`config.mk`:
```
export PLATFORM = sky130hd
export DESIGN_NAME = fibonacci_index_flat
export DESIGN_NICKNAME = d
export VERILOG_FILES = /design/src/rtl/fibonacci_index_if.sv /design/src/rtl/fibonacci_index.sv /design/src/flat_wrapper.sv
export SDC_FILE = /design/constraint.sdc
export NUM_CORES = 1
export LEC_CHECK = 0
export CELL_PAD_IN_SITES_DETAIL_PLACEMENT = 1
export CELL_PAD_IN_SITES_GLOBAL_PLACEMENT = 1
export CORE_AREA = 2 2 85 87
export DETAILED_ROUTE_END_ITERATION = 12
export DIE_AREA = 0 0 87 89
export PLACE_DENSITY_LB_ADDON = 0.05
export SLEW_MARGIN = 20
export SYNTH_ARGS = -nofsm -noshare
export SYNTH_HDL_FRONTEND = slang
export SYNTH_SLANG_ARGS = --single-unit
export TNS_END_PERCENT = 20
```
`constraint.sdc`:
```
create_clock -name clk -period 2.75 [get_ports clk]
set_input_delay 0.55 -clock clk [delete_from_list [all_inputs] [get_ports clk]]
set_output_delay 0.55 -clock clk [all_outputs]
set_load 0.03 [all_outputs]
```
`src/rtl/fibonacci_index_if.sv`:
```
// Start/done handshake bundle shared with the Fibonacci generator.
interface fibonacci_index_if #(
    parameter int unsigned DATA_WIDTH = 4
);
    localparam int unsigned FW = 2 * DATA_WIDTH + 2;

    logic                  start;
    logic [FW-1:0]         f;
    logic                  done;
    logic                  busy;
    logic [DATA_WIDTH-1:0] n;
    logic                  exact;
    logic                  ovf;

    // Requester side: issues start/f, observes the result.
    modport master (
        output start, f,
        input  done, busy, n, exact, ovf
    );

    // Decoder side: accepts start/f, drives the result.
    modport slave (
        input  start, f,
        output done, busy, n, exact, ovf
    );
endinterface

```
`src/rtl/fibonacci_index.sv`:
```
// Fibonacci index decoder: finds n with F(n) the largest Fibonacci number <= f.
// Walks the sequence one term per cycle until it meets or passes f, or runs
// out of index range. Optional macro FIB_INDEX_ROUND_UP_EN makes non-exact
// results report the index of the next larger Fibonacci number instead.
module fibonacci_index #(
    parameter int unsigned DATA_WIDTH = 4
) (
    input  logic               clk,
    input  logic               rst,
    fibonacci_index_if.slave   bus
);
    localparam int unsigned FW = 2 * DATA_WIDTH + 2;
    // One extra bit so a+b cannot wrap before it is compared with f.
    localparam int unsigned BW = FW + 1;

    localparam logic [DATA_WIDTH-1:0] IDX_ONE = DATA_WIDTH'(1);
    localparam logic [DATA_WIDTH-1:0] IDX_MAX = '1;

`ifdef FIB_INDEX_ROUND_UP_EN
    localparam bit ROUND_UP = 1'b1;
`else
    localparam bit ROUND_UP = 1'b0;
`endif

    typedef enum logic [1:0] {
        S_IDLE = 2'd0,
        S_CALC = 2'd1,
        S_DONE = 2'd2
    } state_t;

    state_t                r_state;
    logic [FW-1:0]         r_f;
    logic [BW-1:0]         r_a;
    logic [BW-1:0]         r_b;
    logic [DATA_WIDTH-1:0] r_i;
    logic [DATA_WIDTH-1:0] r_n;
    logic                  r_exact;
    logic                  r_ovf;
    logic                  r_done;
    logic                  r_busy;

    logic [BW-1:0]         w_f_ext;
    logic [BW-1:0]         w_sum;
    logic [DATA_WIDTH-1:0] w_n_inexact;

    // Operand alignment, next term and the index reported when f is passed.
    assign w_f_ext     = BW'(r_f);
    assign w_sum       = r_a + r_b;
    assign w_n_inexact = ROUND_UP ? r_i : (r_i - IDX_ONE);

    // Control FSM with sequence registers and registered results.
    always_ff @(posedge clk) begin
        if (rst) begin
            r_state <= S_IDLE;
            r_f     <= '0;
            r_a     <= '0;
            r_b     <= '0;
            r_i     <= '0;
            r_n     <= '0;
            r_exact <= 1'b0;
            r_ovf   <= 1'b0;
            r_done  <= 1'b0;
            r_busy  <= 1'b0;
        end else begin
            r_done <= 1'b0;
            case (r_state)
                S_IDLE: begin
                    if (bus.start) begin
                        r_f     <= bus.f;
                        r_a     <= '0;
                        r_b     <= BW'(1);
                        r_i     <= IDX_ONE;
                        r_busy  <= 1'b1;
                        r_state <= S_CALC;
                    end
                end
                S_CALC: begin
                    if (r_f == '0) begin
                        r_n     <= '0;
                        r_exact <= 1'b1;
                        r_ovf   <= 1'b0;
                        r_busy  <= 1'b0;
                        r_done  <= 1'b1;
                        r_state <= S_DONE;
                    end else if (r_b == w_f_ext) begin
                        r_n     <= r_i;
                        r_exact <= 1'b1;
                        r_ovf   <= 1'b0;
                        r_busy  <= 1'b0;
                        r_done  <= 1'b1;
                        r_state <= S_DONE;
                    end else if (r_b > w_f_ext) begin
                        r_n     <= w_n_inexact;
                        r_exact <= 1'b0;
                        r_ovf   <= 1'b0;
                        r_busy  <= 1'b0;
                        r_done  <= 1'b1;
                        r_state <= S_DONE;
                    end else if (r_i == IDX_MAX) begin
                        r_n     <= IDX_MAX;
                        r_exact <= 1'b0;
                        r_ovf   <= 1'b1;
                        r_busy  <= 1'b0;
                        r_done  <= 1'b1;
                        r_state <= S_DONE;
                    end else begin
                        r_a <= r_b;
                        r_b <= w_sum;
                        r_i <= r_i + IDX_ONE;
                    end
                end
                S_DONE: begin
                    r_state <= S_IDLE;
                end
                default: begin
                    r_busy  <= 1'b0;
                    r_state <= S_IDLE;
                end
            endcase
        end
    end

    // Result and status outputs, all straight from registers.
    assign bus.done  = r_done;
    assign bus.busy  = r_busy;
    assign bus.n     = r_n;
    assign bus.exact = r_exact;
    assign bus.ovf   = r_ovf;
endmodule
```
`src/flat_wrapper.sv`:
```
// flat-port wrapper written by rule: the top's interface ports become plain ports
module fibonacci_index_flat 
#(
    parameter int unsigned DATA_WIDTH = 4
)
  (clk, rst, bus_start, bus_f, bus_done, bus_busy, bus_n, bus_exact, bus_ovf);
  fibonacci_index_if #(.DATA_WIDTH(DATA_WIDTH)) bus_i ();
  input  logic clk;
  input  logic rst;
  input wire logic [$bits(bus_i.start)-1:0] bus_start;
  input wire logic [$bits(bus_i.f)-1:0] bus_f;
  output wire logic [$bits(bus_i.done)-1:0] bus_done;
  output wire logic [$bits(bus_i.busy)-1:0] bus_busy;
  output wire logic [$bits(bus_i.n)-1:0] bus_n;
  output wire logic [$bits(bus_i.exact)-1:0] bus_exact;
  output wire logic [$bits(bus_i.ovf)-1:0] bus_ovf;
  assign bus_i.start = bus_start;
  assign bus_i.f = bus_f;
  assign bus_done = bus_i.done;
  assign bus_busy = bus_i.busy;
  assign bus_n = bus_i.n;
  assign bus_exact = bus_i.exact;
  assign bus_ovf = bus_i.ovf;
  fibonacci_index #(.DATA_WIDTH(DATA_WIDTH)) u_core (.clk(clk), .rst(rst), .bus(bus_i));
endmodule
```
Yosys cells after proc, flatten, opt, wreduce, memory -nomap -nowiden
Cells that the tools add are included.

Add/sub/neg operators: 3. $lt $le $gt $ge: 1. Eq/ne operators: 10. Mux-type cells: 44. Bitwise gates (word level): 2. Reductions and logical operators: 10.

Operator list (count): $mux 11 (10); $pmux 11 s2 (2); $mux 4 (9); $mux 1 (15); $add 11x11->11 (1); $eq 11x10->1 (1); $gt 11x10->1 (1); $logic_not 10->1 (1); $mux 2 (5); $ne 2x2->1 const B (5); $pmux 4 s2 (1); $reduce_and 2->1 (3); $reduce_and 6->1 (1); $ne 5x1->1 const B (1); $add 4x1->4 const B (1); $eq 4x4->1 const B (1); $pmux 2 s2 (1); $reduce_bool 4->1 (1); $sub 4x1->4 const B (1); $pmux 1 s3 (1); $reduce_and 3->1 (1); $eq 2x1->1 const B (1); $eq 2x2->1 const B (1); $logic_not 2->1 (1); 3 further kinds (4).

Register bits after elaboration: 46. Bits of input ports: 13. Output and inout port bits: 8. Logic and storage cells: 80.

Logic depth before layout (Yosys ltp)
Gate-level depths: netlist (run 1).

Word-level depth: 6. Mapped depth: 10. Gate-level depth less buffers: 9.

Worst setup path after synthesis (run 1)
Ideal clock, no wire load.

Path type: reg2reg. Start: register u_core.r_b[0]. End: register u_core.r_b[10]. Library setup time: 0.096 ns. Arrival time: 1.951 ns. Data required time: 2.654 ns. Slack: 0.703 ns. Cell stages (with the launch flop): 10. Path buffers: 0. Clock period less this slack: 2.047 ns. Path through: dfxtp_1 > ha_1 > inv_1 > fa_1 > nor2b_1 > o31a_1 > o311a_1 > o21ai_1 > and3_1 > o41ai_2.

Word-level cells in the longest chain between the ends: 6. Elaborated cells on any way between the ends: 11. Those cells by class: 1 x add/sub; 1 x order compare; 3 x eq/ne; 5 x mux; 1 x reduce/logical.

RTL lines: from (decl) (line fibonacci_index.sv:34) `logic [BW-1:0] r_b;`; from (signal assigned) (line fibonacci_index.sv:108) `r_b <= w_sum;`; $add 11x11->11 (line fibonacci_index.sv:48) `assign w_sum = r_a + r_b;`; $mux 11 (line fibonacci_index.sv:99) `end else if (r_i == IDX_MAX) begin`; $mux 11 (line fibonacci_index.sv:92) `end else if (r_b > w_f_ext) begin`; $mux 11 (line fibonacci_index.sv:85) `end else if (r_b == w_f_ext) begin`; $mux 11 (line fibonacci_index.sv:78) `if (r_f == '0) begin`; $pmux 11 s2 (line fibonacci_index.sv:66) `case (r_state)`.

Parallel ways exist; a longest one is shown, timed or not. The select of a mux whose other input is x is not followed. A chain may end at the register's enable or synchronous reset.

Worst setup path after layout (run 1)
Start: register u_core.r_b[9]. End: register u_core.r_b[9].

The elaborated chain is that of the path after synthesis.

==> results of run 1 <==
area by class of cell:
type / instances / area, um^2 / share of cell area (%)
repair buffers: 31 / 282.8 / 9.343
multi-input cells: 238 / 1565 / 51.72
inverters: 21 / 78.83 / 2.604
clock inverters: 2 / 10.01 / 0.3307
clock buffers: 5 / 68.82 / 2.274
well taps: 80 / 100.1 / 3.307
flip-flops and latches: 46 / 920.9 / 30.43
flip-flops by register name (all words and copies together) (netlist names):
| name | flops |
|---|---|
| u_core.r_i | 4 |
| u_core.bus.exact | 1 |
| u_core.bus.busy | 1 |
| u_core.r_b | 11 |
| u_core.bus.n | 4 |
| u_core.r_f | 10 |
| u_core.bus.ovf | 1 |
| u_core.r_a | 11 |
| u_core.bus.done | 1 |
| u_core.r_state | 2 |
cell usage after synthesis (3+ instances only):
master | number | area (um^2)
o211ai_1 | 4 | 30.03
inv_1 | 20 | 75.07
o21ai_0 | 11 | 55.05
nor2_1 | 18 | 67.56
nor3_1 | 4 | 20.02
nand2b_1 | 3 | 18.77
a21oi_1 | 39 | 195.2
dfxtp_1 | 46 | 920.9
o31ai_1 | 3 | 22.52
ha_1 | 22 | 275.3
buf_2 | 4 | 20.02
clkbuf_1 | 6 | 22.52
xnor2_1 | 4 | 35.03
o21bai_1 | 4 | 30.03
nand3_1 | 26 | 130.1
nand2_1 | 49 | 183.9
a21o_1 | 3 | 22.52
worst max-delay path, delay by kind of cell (launching register included):
family          cells  cell delay (ps)
simple gates        5             1520
flops               1              370
fa+ha+maj           1              360
compound gates      1              180
metrics by stage:
step / total power [mW] / hold slack (ps) / instance area, um^2 / setup WS, ps
2_1_floorplan: 1.034 / 438.1 / 2630 / 702.8
3_3_place_gp: 1.169 / 447.0 / 2948 / 295.1
3_5_place_dp: 1.174 / 456.8 / 2948 / 265.5
4_1_cts: 1.588 / 473.3 / 3027 / 234.1
5_1_grt: 1.670 / 507.6 / 3027 / 30.11
6_report: 1.569 / 468.9 / 3027 / 254.1
cells by family (layout without fill, tap and decap cells):
logic type / count (synthesis) / in the layout / share of synthesized area [%]
mux: 1 / 1 / 0.3806
flops: 46 / 46 / 35.01
xor+xnor: 6 / 6 / 1.998
simple gates: 121 / 121 / 23.41
compound gates: 87 / 87 / 22.50
fa+ha+maj: 23 / 23 / 11.23
buf+inv: 35 / 59 / 5.471
final timing paths:
check / startpoint / to / cells after the start
worst max-delay path: u_core.r_b[9] / u_core.r_b[9] / 7
worst min-delay path: u_core.bus.ovf / u_core.bus.ovf / 2
worst max register to register: u_core.r_b[9] / u_core.r_b[9] / 7
worst min register to register: u_core.bus.ovf / u_core.bus.ovf / 2
power by group:
| part | internal [mW] | switching (mW) | total (mW) |
|---|---|---|---|
| combinational | 0.150 | 0.278 | 0.428 |
| sequential | 0.702 | 0.0275 | 0.729 |
| clock | 0.171 | 0.240 | 0.412 |
| total | 1.02 | 0.546 | 1.57 |
per-layer routing:
layer	routed length, um	vias up
li1	-	1182
met1	3526	1138
met2	3361	24
met3	121	9
met4	112	0
met5	0	-
==> results.cfg, run 1 <==
[run_status]
outcome = finished clean

[floorplanning]
fp.dieH_um = 89
pin_count = 21
rows = 30
die_x_um = 87
initial_utilization_pct = 39.14
die_area_um2 = 7743
coreArea_um2 = 6719

[place]
dp_cells = 416
place.gp.congestion = 0.8158
port_buffers = 20
hpwl_mm = 5.396

[critical_path]
cp-start-kind = flip-flop
critical_path_peak_fanout = 13
crit_chain = ha_1 -> nand4b_1 -> or3_1 -> nand4b_4 -> nor3_2 -> nand2_1 -> a21oi_1
critPathArrivalTime_ps = 2730
critPathSlowestCell = nor3_2
rrSetupSlack_ps = 250
critPathKind = reg -> reg
end_kind = flip-flop
worst_path_largest_cell_delay_ps = 720
crit_required_ps = 2990

[layout]
nFillCells = 833
layout.cells.non_filler = 423
area_delta_synth_final_pct = 15.08
drive_above_1_share_pct = 9.329
utilization_pct = 45.05
layout_common_cells = nand2_1, dfxtp_1, a21oi_1
fin_nets = 379
diodes = 0
layout_commonest_cell = nand2_1

[power_and_ir_drop]
powerDensity_nw_per_um2 = 518.5
ir_worst_vdd_mv = 0.2182
leakage_nw = 1.162

[global_routing]
use_met2_pct = 34.28
grt_pass1_wl_mm = 12.10
grt_pass1_vias = 2375
track_usage_pct = 20.12
grt_busiest_layer = met2
met1_usage_pct = 26.65
grt_max_degree = 27
met3_usage_pct = 2.955
overflow = 0
antenna_found_initial = 0

[detailed_routing]
drt_drc_violations_left = 0
drt-vias-per-instance = 5.563
antenna_left = 0
vias = 2353
drt-pass1-iter-count = 4
wl_per_cell_um = 16.83
wl_mm = 7.121
first_iter_violations = 97

[job]
cap_violations = 0

[logic_synthesis]
syn_inst = 319
yosys_warnings = 0
synth_nets = 355
avgSynthCellArea_um2 = 8.245
synth_cell_type_count = 56
synthArstFlopShare_pct = 0
yosysSeqAreaShare_pct = 35.01
ys_ff_latch = 46
synth_ff_type = dfxtp_1
synth_edf_count = 0
syn-cell-area_um2 = 2630

[clock_tree]
cts_tree = yes
cts_setup_buffers = 0
cts.hold.buffers_added = 0
post_cts_resize_count = 0
cts_buffers = 5
path_clk_slew_ps = 90
clock_latency_ps = 300
htree_levels = 2
clockRootBuffer = clkbuf_8
clk_path_buf_depth = 2
cts.sinks = 46

[sta]
period_share_pct = 90.76
hold_viol_final = 0
setup_violations = 0
setup_tns_ps = 0
min_period_ps = 2496
rsz0062_at_grt = false
fmaxAchievable_mhz = 400.7
maxSlewViolCount = 0
finClkSkew_ps = 11.02
worst_pin_slew_ps = 917.6
max_slew_margin_pct = 38.49

[hold_path]
hold_path.class = reg -> reg
No activity file was read; power rests on OpenSTA's default activity.
==> run 2: changes to the inputs <==
--- a/config.mk
+++ b/config.mk
@@ -5,11 +5,12 @@
 export SDC_FILE = /design/constraint.sdc
 export NUM_CORES = 1
 export LEC_CHECK = 0
+export ABC_AREA = 1
 export CELL_PAD_IN_SITES_DETAIL_PLACEMENT = 1
 export CELL_PAD_IN_SITES_GLOBAL_PLACEMENT = 1
-export CORE_AREA = 2 2 85 87
+export CORE_AREA = 2 2 87 89
 export DETAILED_ROUTE_END_ITERATION = 12
-export DIE_AREA = 0 0 87 89
+export DIE_AREA = 0 0 89 91
 export PLACE_DENSITY_LB_ADDON = 0.05
 export SLEW_MARGIN = 20
 export SYNTH_ARGS = -nofsm -noshare
==> results.cfg, run 2 <==
[run_status]
outcome = finished clean

[critical_path]
end_kind = flip-flop
critPathArrivalTime_ps = 2480
critical_path_peak_fanout = 21
crit_required_ps = 2950
critPathKind = reg -> reg
cp-start-kind = flip-flop
ff2ff_path_depth = 14

[clock_tree]
cts.hold.buffers_added = 0
path_clk_slew_ps = 90
post_cts_resize_count = 0
cts_setup_buffers = 0
clk_path_buf_depth = 2
cts_tree = yes
clock_latency_ps = 310
clockRootBuffer = clkbuf_8
cts_buffers = 5
cts.sinks = 46
htree_levels = 2

[layout]
area_delta_synth_final_pct = 13.69
fin_nets = 465
layout_common_cells = nand2_1, nor2_1, dfxtp_1
layout.cells.non_filler = 529
nFillCells = 954
seqCellArea_um2 = 920.9
drive_above_1_share_pct = 6.279
diodes = 0
multiInputGateArea_um2 = 1639
top_regs = u_core.r_a: 11 flops, u_core.r_b: 11 flops, u_core.r_f: 10 flops
layout_commonest_cell = nand2_1

[logic_synthesis]
synth.most_common_cell = nand2_1
synthArstFlopShare_pct = 0
synth_ff_type = dfxtp_1
yosysSeqAreaShare_pct = 32.71
ys_top_cells_by_area = dfxtp_1, nand2_1, ha_1
ys_ff_latch = 46
synth_cell_type_count = 32
yosys_warnings = 0
avgSynthCellArea_um2 = 6.816
yosysTopAreaCell = dfxtp_1
synthTopCellsByCount = nand2_1, nor2_1, dfxtp_1, inv_1, nand3_1
syn_inst = 413
yosysTopAreaCellShare_pct = 32.71
synth_nets = 449
syn-cell-area_um2 = 2815
synth_edf_count = 0

[sta]
worst_pin_slew_ps = 776.3
rsz0062_at_grt = false
hold_viol_final = 0
period_share_pct = 83.02
min_period_ps = 2283
setup_violations = 0
fmaxAchievable_mhz = 438.0
setup_tns_ps = 0
maxSlewViolCount = 0
finClkSkew_ps = 10.51
max_slew_margin_pct = 48.06

[place]
hpwl_mm = 5.984
dp_cells = 521
place.gp.congestion = 0.7704
port_buffers = 20

[job]
cap_violations = 0

[floorplanning]
initial_utilization_pct = 39.45
pin_count = 21
rows = 31
fp.dieH_um = 91
die_x_um = 89
coreArea_um2 = 7137
die_area_um2 = 8099

[global_routing]
antenna_found_initial = 0
grt_pass1_vias = 2644
grt_max_degree = 24
overflow = 0
grt_pass1_wl_mm = 12.85
track_usage_pct = 20.35

[detailed_routing]
drt_drc_violations_left = 0
drt-pass1-iter-count = 4
wl_mm = 7.751
first_iter_violations = 84
vias = 2689
wl_per_cell_um = 14.65
drt-vias-per-instance = 5.083
antenna_left = 0

[power_and_ir_drop]
leakage_nw = 1.501
p_total_mw = 2.403
ir_worst_vdd_mv = 0.3252
powerDensity_nw_per_um2 = 750.9

[hold_path]
hold_path.class = reg -> reg
hold_path_depth = 2
==> run 2: layer usage <==
metal	share of wire (%)	wire, um	track usage [%]	vias up
met3	2.3	177	3.364	4
met4	0.65	50	3.358	0
met1	47	3625	26.41	1285
li1	-	-	-	1370
met2	50	3897	35.51	30
met5	0	0	0	-
==> run 2: worst paths after layout <==
kind                                      start         endpoint  slack, ps
worst max-delay path              u_core.r_f[2]    u_core.r_b[6]        470
worst min-delay path            u_core.bus.n[2]  u_core.bus.n[2]        470
worst max register to register    u_core.r_f[2]    u_core.r_b[6]        470
worst min register to register  u_core.bus.n[2]  u_core.bus.n[2]        470
==> run 2: metrics by stage <==
| step | instance area (um^2) | setup WS [ps] | utilization (%) | hold slack [ps] |
|---|---|---|---|---|
| detailed placement | 3090 | 454.1 | 43.30 | 462.6 |
| global route | 3201 | 208.5 | 44.85 | 500.7 |
| floorplan | 2815 | 996.0 | - | 430.0 |
| global placement | 3090 | 511.2 | 43.30 | 454.5 |
| CTS | 3201 | 446.0 | 44.85 | 480.1 |
| finish | 3201 | 467.0 | 44.85 | 474.8 |
==> run 2: worst max-delay path, cell delays in order, from the launching register on <==
cell and delay (ps):
dfxtp_1 340, inv_1 70, ha_1 310, nand2_1 70
nand2_1 50, nor2_1 140, inv_1 70, nand2_2 80
nand3_4 110, nor2_8 240, nand2_4 220, nand2_4 250
nand2_1 90, nand2_1 70, nor2_1 50
==> run 2: cells by family (layout without fill, tap and decap cells) <==
group	count (synthesis)	count (layout)	share of synthesized area [%]
adders and majority gates	23	23	10.49
xor gates and xnor gates	2	2	0.6223
buffers and inverters	62	79	9.066
AOI/OAI and AO/OA	69	69	12.71
and+or+nand+nor	211	211	34.40
DFF	46	46	32.71
==> run 2: where the power goes <==
part | switching [mW] | total, mW | internal [mW] | leakage, nW
Sequential | 0.0853 | 0.852 | 0.767 | 0.376
Combinational | 0.680 | 1.03 | 0.354 | 1.07
Clock | 0.246 | 0.518 | 0.272 | 0.0514
Total | 1.01 | 2.40 | 1.39 | 1.50
==> run 2: layout make-up <==
type                       count  area share, %
clock buffer                   6          2.267
clock inverter                 2          1.173
inverter                      47          5.512
multi-input combinational    305          51.21
sequential                    46          28.77
tap                           99          3.870
timing repair buffer          24          7.193
